File: config.mk
export PLATFORM = sky130hd
export DESIGN_NAME = mr_rf_scoreboard
export DESIGN_NICKNAME = d
export VERILOG_FILES = /design/src/rtl/mr_rf_scoreboard.sv
export SDC_FILE = /design/constraint.sdc
export NUM_CORES = 2
export LEC_CHECK = 0
export CAP_MARGIN = 25
export CELL_PAD_IN_SITES_DETAIL_PLACEMENT = 0
export CELL_PAD_IN_SITES_GLOBAL_PLACEMENT = 1
export CORE_MARGIN = 2
export CORE_UTILIZATION = 39
export DETAILED_ROUTE_END_ITERATION = 12
export GPL_TIMING_DRIVEN = 1
export HOLD_SLACK_MARGIN = 0.02
export PLACE_DENSITY = 0.77
export SYNTH_ARGS = -nofsm -noshare
export SYNTH_HDL_FRONTEND = slang
export SYNTH_SLANG_ARGS = --single-unit
File: constraint.sdc
create_clock -name clk -period 13.85 [get_ports clk]
set_clock_uncertainty 0.05 [all_clocks]
set_input_delay 4.155 -clock clk [delete_from_list [all_inputs] [get_ports clk]]
set_output_delay 4.155 -clock clk [all_outputs]
set_load 0.005 [all_outputs]
File: src/rtl/mr_rf_scoreboard.sv
// mr_rf_scoreboard
//   Register file plus per-register pending-write scoreboard for the decode
//   stage. Decode reads operands through NRD read ports and claims a
//   destination register when it dispatches a writer. Writeback retires
//   claims through NWB ports and writes the register file. Each register has
//   a CNT_BITS-wide count of outstanding writers. rd_hazard flags reads of a
//   register that still has writers in flight.
//
//   Optional build macro: MR_RF_WB_BYPASS_EN
//     When defined, same-cycle writeback data is forwarded to the read ports.
//     A same-cycle retire can also clear a hazard or free a claim slot.
//     When undefined, all outputs come only from registered state.
//
//   Ports
//     clk, rst        clock, synchronous active-high reset
//     rd_sel_i        NRD read selects, port i at [i*RSEL +: RSEL]
//     rd_use_i        per-port "operand actually used"
//     rd_data_o       NRD read data, port i at [i*XLEN +: XLEN]
//     rd_hazard_o     per-port: used, nonzero register, writes pending
//     claim_valid_i   decode dispatches a writer of claim_reg_i
//     claim_reg_i     destination register of that writer
//     claim_ready_o   a claim to claim_reg_i can be accepted this cycle
//     wb_valid_i      per writeback port valid
//     wb_reg_i        writeback destinations, port p at [p*RSEL +: RSEL]
//     wb_val_i        writeback data, port p at [p*XLEN +: XLEN]
//     flush_i         drop all pending counts (regfile writes still land)
//     pending_any_o   some register has a nonzero pending count
//     sb_err_o        sticky error: retire without claim, counter overflow,
//                     or several writeback ports hitting one register
//
//   CHECK_SB_ERR enables the simulation-only assertion that sb_err_o never
//   rises. Benches that provoke errors on purpose set it to 0.
module mr_rf_scoreboard #(
  parameter int XLEN         = 32,
  parameter int NREGS        = 32,
  parameter int NRD          = 2,
  parameter int NWB          = 1,
  parameter int CNT_BITS     = 2,
  parameter bit CHECK_SB_ERR = 1'b1
) (
  input  logic                           clk,
  input  logic                           rst,
  input  logic [NRD*$clog2(NREGS)-1:0]   rd_sel_i,
  input  logic [NRD-1:0]                 rd_use_i,
  output logic [NRD*XLEN-1:0]            rd_data_o,
  output logic [NRD-1:0]                 rd_hazard_o,
  input  logic                           claim_valid_i,
  input  logic [$clog2(NREGS)-1:0]       claim_reg_i,
  output logic                           claim_ready_o,
  input  logic [NWB-1:0]                 wb_valid_i,
  input  logic [NWB*$clog2(NREGS)-1:0]   wb_reg_i,
  input  logic [NWB*XLEN-1:0]            wb_val_i,
  input  logic                           flush_i,
  output logic                           pending_any_o,
  output logic                           sb_err_o
);

  localparam int RSEL = $clog2(NREGS);
  // The extra bits let a claim and NWB retires be combined without
  // wrapping. The MSB is the sign of the result.
  localparam int AW   = CNT_BITS + $clog2(NWB + 1) + 1;
  localparam logic [CNT_BITS-1:0] CNT_MAX = '1;

  logic [XLEN-1:0]     regs_q [NREGS];
  logic [XLEN-1:0]     regs_d [NREGS];
  logic [CNT_BITS-1:0] cnt_q  [NREGS];
  logic [CNT_BITS-1:0] cnt_d  [NREGS];
  logic                sb_err_q, sb_err_d;

  logic [AW-1:0]       ret_cnt [NREGS];  // valid WB ports retiring each reg
  logic [AW-1:0]       cnt_sum;
  logic                cnt_err, dup_err;
  logic                claim_free, claim_acc;
  logic [RSEL-1:0]     rd_sel_w [NRD];

  // Number of valid writeback ports targeting each nonzero register.
  always_comb begin
    for (int r = 0; r < NREGS; r++) begin
      ret_cnt[r] = '0;
      for (int p = 0; p < NWB; p++) begin
        if (r != 0 && wb_valid_i[p] && wb_reg_i[p*RSEL +: RSEL] == RSEL'(r))
          ret_cnt[r] = ret_cnt[r] + AW'(1);
      end
    end
  end

  // claim_ready does not depend on claim_valid_i, so there is no loop here.
  always_comb begin
    claim_free = (cnt_q[claim_reg_i] != CNT_MAX);
`ifdef MR_RF_WB_BYPASS_EN
    claim_free = claim_free || (ret_cnt[claim_reg_i] != '0);
`endif
  end

  assign claim_ready_o = !rst && (claim_reg_i == '0 || claim_free);
  assign claim_acc     = claim_valid_i && claim_ready_o && !flush_i;

  // Regfile next state. Ascending port order lets the highest index win.
  always_comb begin
    // NOTE: defaulting every combinational output first avoids inferring latches.
    dup_err = 1'b0;
    for (int r = 0; r < NREGS; r++) regs_d[r] = regs_q[r];
    for (int p = 0; p < NWB; p++) begin
      if (wb_valid_i[p] && wb_reg_i[p*RSEL +: RSEL] != '0)
        regs_d[wb_reg_i[p*RSEL +: RSEL]] = wb_val_i[p*XLEN +: XLEN];
    end
    for (int r = 0; r < NREGS; r++) begin
      if (ret_cnt[r] > AW'(1)) dup_err = 1'b1;
    end
  end

  // Pending counters. A flush clears them all and drops this cycle's claim
  // and retire accounting, including any underflow error.
  always_comb begin
    cnt_err = 1'b0;
    cnt_sum = '0;
    for (int r = 0; r < NREGS; r++) begin
      cnt_d[r] = '0;
      cnt_sum  = AW'(cnt_q[r]) + AW'(claim_acc && claim_reg_i == RSEL'(r))
                 - ret_cnt[r];
      if (r != 0 && !flush_i) begin
        if (cnt_sum[AW-1]) begin
          cnt_err = 1'b1;                  // retire without a claim
        end else if (cnt_sum > AW'(CNT_MAX)) begin
          cnt_d[r] = CNT_MAX;
          cnt_err  = 1'b1;
        end else begin
          cnt_d[r] = cnt_sum[CNT_BITS-1:0];
        end
      end
    end
  end

  assign sb_err_d = sb_err_q | dup_err | cnt_err;

  // NOTE: the regfile is reset because the architecture requires every
  // register to read 0 after reset. This is not just for simulation cleanliness.
  always_ff @(posedge clk) begin
    if (rst) begin
      for (int r = 0; r < NREGS; r++) begin
        regs_q[r] <= '0;
        cnt_q[r]  <= '0;
      end
      sb_err_q <= 1'b0;
    end else begin
      // NOTE: state uses non-blocking assignments so all registers update together.
      for (int r = 0; r < NREGS; r++) begin
        regs_q[r] <= regs_d[r];
        cnt_q[r]  <= cnt_d[r];
      end
      sb_err_q <= sb_err_d;
    end
  end

  // Read ports.
  always_comb begin
    rd_data_o   = '0;
    rd_hazard_o = '0;
    for (int i = 0; i < NRD; i++) begin
      rd_sel_w[i] = rd_sel_i[i*RSEL +: RSEL];
      rd_data_o[i*XLEN +: XLEN] = regs_q[rd_sel_w[i]];
      rd_hazard_o[i] = rd_use_i[i] && rd_sel_w[i] != '0 && cnt_q[rd_sel_w[i]] != '0;
`ifdef MR_RF_WB_BYPASS_EN
      for (int p = 0; p < NWB; p++) begin
        if (wb_valid_i[p] && wb_reg_i[p*RSEL +: RSEL] == rd_sel_w[i])
          rd_data_o[i*XLEN +: XLEN] = wb_val_i[p*XLEN +: XLEN];
      end
      // The last outstanding writer retires now, and no new writer is claimed.
      if (cnt_q[rd_sel_w[i]] == CNT_BITS'(1) && ret_cnt[rd_sel_w[i]] != '0 &&
          !(claim_acc && claim_reg_i == rd_sel_w[i]))
        rd_hazard_o[i] = 1'b0;
`endif
      if (rd_sel_w[i] == '0) rd_data_o[i*XLEN +: XLEN] = '0;
    end
  end

  always_comb begin
    pending_any_o = 1'b0;
    for (int r = 0; r < NREGS; r++) pending_any_o = pending_any_o | (cnt_q[r] != '0);
  end

  assign sb_err_o = sb_err_q;

`ifndef SYNTHESIS
  if (CHECK_SB_ERR) begin : g_err_chk
    a_no_sb_err: assert property (@(posedge clk) disable iff (rst) !$rose(sb_err_o));
  end
`endif

endmodule

==> impl_metrics.json <==
{
  "dp_slack_ns": 2.36,
  "grt_max_degree": 214,
  "post-route-drc-count": 0,
  "critical_path_peak_fanout": 17,
  "arrival_ns": 7.35,
  "period_share_pct": 83.4,
  "clock.fmax_mhz": 86.6,
  "netlist_instances": 6240,
  "min_to": "regs_q[6][7]$_SDFFE_PP0P_",
  "synth_xor_xnor_area_share_pct": 0.472,
  "yosys.area_share.simple_pct": 15.7,
  "cts.path.max_buffers": 3,
  "muxShareOfSynthArea_pct": 26.0,
  "power_leakage_nw": 21.1,
  "avgSynthCellArea_sq_um": 9.22,
  "synthFlopType": "dfxtp_1",
  "synth_edf_count": 0,
  "cts-root-buf": "clkbuf_16",
  "ios": 128,
  "post_cts_resized": 0,
  "p_int_mw": 5.31,
  "post_drt_wl_per_cell_um": 26.8,
  "overflow": 0,
  "area_growth_pct": 12.0,
  "die_h_um": 388,
  "setup_violations": 0,
  "finalHoldViolCount": 0,
  "grt_pass1_wl_um": 316000,
  "fin_area_sq_um": 64400,
  "vias": 48600,
  "async_flop_share_pct": 0,
  "regToRegEndpoint": "sb_err_o$_SDFF_PP0_",
  "insertion_delay_ns": 0.76,
  "final_cells": 8066,
  "finalNetCount": 6261,
  "drt_first_pass_iters": 6,
  "dp_cells": 7852,
  "cts-hold-fix-buffers": 0,
  "final_cell_mix": "nand2_1, dfxtp_1, a21oi_1",
  "cts_buffers": 113,
  "post_synth_num_cell_types": 48,
  "gr-usage-all-layers_pct": 28.2,
  "p_sw_mw": 1.80,
  "worst_r2r_path_depth": 14,
  "htreeDepth": 3,
  "antenna_found_initial": 10,
  "hp-class": "reg2reg",
  "clock-sinks": 1087,
  "die_area_sq_um": 151000,
  "drtIter0Drc": 6276,
  "drv_cap": 0,
  "cts_tree": "done",
  "yosysSeqAreaShare_pct": 37.8,
  "relSlewSlack_pct": 22.0,
  "viasPerCell": 6.02,
  "rrSetupSlack_ns": 9.40,
  "gp_congestion": 0.895,
  "synth_compound_area_share_pct": 10.8,
  "place_area_sq_um": 60400,
  "synthesis.nets": 6451,
  "yosysWarningCount": 0,
  "mostFrequentLayoutCell": "nand2_1",
  "fin_tns_setup_ns": 0,
  "startpoint_type": "input pin",
  "whs_path_depth": 2,
  "synth.area.top_cells": "dfxtp_1, mux4_2, nand2_1",
  "hold_start": "regs_q[6][7]$_SDFFE_PP0P_",
  "ir_worst_vdd_uv": 114,
  "dp_hpwl_um": 117000,
  "rsz0062_at_grt": "no",
  "path_class": "in2out",
  "worstSetupEndpointType": "output pin",
  "yosysTopAreaCell": "dfxtp_1",
  "sw_frac_of_total_pct": 25.3,
  "status": "finished, final reports clean",
  "path_clk_slew_ns": 0.06,
  "rows": 140,
  "die_x_um": 388,
  "synth-seq-cells": 1087,
  "clkPwrFrac_pct": 47.2,
  "tightest_slew_ns": 1.17,
  "ant_nets": 0,
  "start_util_pct": 39.4,
  "post-route-min-period_ns": 11.55,
  "syn_area_sq_um": 57500,
  "post-route-worst-setup-slack_ns": 2.30,
  "yosysTopAreaCellShare_pct": 37.8,
  "fp.coreArea_sq_um": 146000,
  "total_power_mw": 7.10,
  "cts_setup_buffers": 0,
  "synth_top_family_by_area": "multiplexers",
  "p_per_area_nw_per_um2": 110,
  "grt_pass1_vias": 47000,
  "pwr-share-comb_pct": 8.1,
  "port_buffers": 127,
  "r2r-start": "cnt_q[5][1]$_SDFF_PP0_",
  "drv_slew": 0,
  "power_frac_seq_pct": 44.7,
  "drive_gt1_share_pct": 17.4,
  "crit_required_ns": 9.64,
  "wl_um": 216000,
  "synthAdderAreaFrac_pct": 3.71
}
-- Yosys cell counts (all sizes together), types with 19 or more instances --
| cell type | number |
|---|---|
| o21ai | 76 |
| o21a | 56 |
| fa | 31 |
| nor2 | 87 |
| dfxtp | 1087 |
| inv | 217 |
| a21oi | 1007 |
| ha | 121 |
| mux4 | 661 |
| nor2b | 37 |
| a21boi | 27 |
| buf | 210 |
| clkbuf | 366 |
| xnor2 | 28 |
| nand2 | 2106 |
| nand3 | 19 |
-- routing by layer --
| metal | up-vias | share of wire, % | GRT usage, % |
|---|---|---|---|
| li1 | 21100 | - | - |
| met1 | 24000 | 38 | 36.0 |
| met2 | 2797 | 47 | 45.3 |
| met3 | 644 | 10 | 5.63 |
| met4 | 0 | 5.5 | 14.1 |
| met5 | - | 0 | 0 |
-- sequential cells by signal, indices dropped and copies added, names as in the netlist --
register  flops
regs_q     1024
cnt_q        62
sb_err_o      1
-- worst max path at each step --
stage | start | end | depth (start not counted)
after floorplan | rd_sel_i[6] | rd_data_o[39] | 7
after global placement | claim_reg_i[1] | claim_ready_o | 7
after detailed placement | claim_reg_i[0] | claim_ready_o | 7
after CTS | claim_reg_i[0] | claim_ready_o | 7
after global routing | claim_reg_i[0] | claim_ready_o | 7
final | claim_reg_i[0] | claim_ready_o | 7
-- power groups by stage --
| stage | Sequential [mW] | Clock (mW) | Combinational, mW |
|---|---|---|---|
| 6_report | 3.18 | 3.35 | 0.576 |
| 3_5_place_dp | 3.25 | 0 | 0.568 |
| 4_1_cts | 3.18 | 3.38 | 0.570 |
| 5_1_grt | 3.18 | 3.50 | 0.604 |
| 3_3_place_gp | 3.24 | 0 | 0.555 |
| 2_1_floorplan | 3.24 | 0 | 0.371 |
-- logic make-up (layout without fill, tap and decap cells) --
kind of cell,after synthesis,after routing
other,0,4
xor gates and xnor gates,31,31
AOI/OAI and AO/OA,1187,1187
adders and majority gates,152,152
and+or+nand+nor,2323,2323
DFF,1087,1087
muxes,666,666
buffers and inverters,794,699
-- stage by stage --
stage               hold slack, ns  util (%)
floorplan                    0.393         -
global placement             0.398      41.1
detailed placement           0.407      41.3
CTS                          0.415      44.1
global route                 0.428      44.1
finish                       0.415      44.1
-- worst max-delay path, stage by stage --
cell and delay, ns:
clkdlybuf4s50_1 1.07, mux4_2 0.61, mux2i_1 0.15, o32ai_1 0.11, a21oi_2 0.46, and3_1 0.26
clkdlybuf4s50_1 0.51
-- layout make-up --
class                           count  area (sq um)
Antenna cell                        4          10.0
Sequential cell                  1087         21800
Inverter                          218           818
Timing Repair Buffer              271          2710
Clock buffer                      163          3300
Tap cell                         1917          2400
Multi-Input combinational cell   4359         32700
Fill cell                       13900         81700
Clock inverter                     47           758
Power figures use the tool's default switching activity.
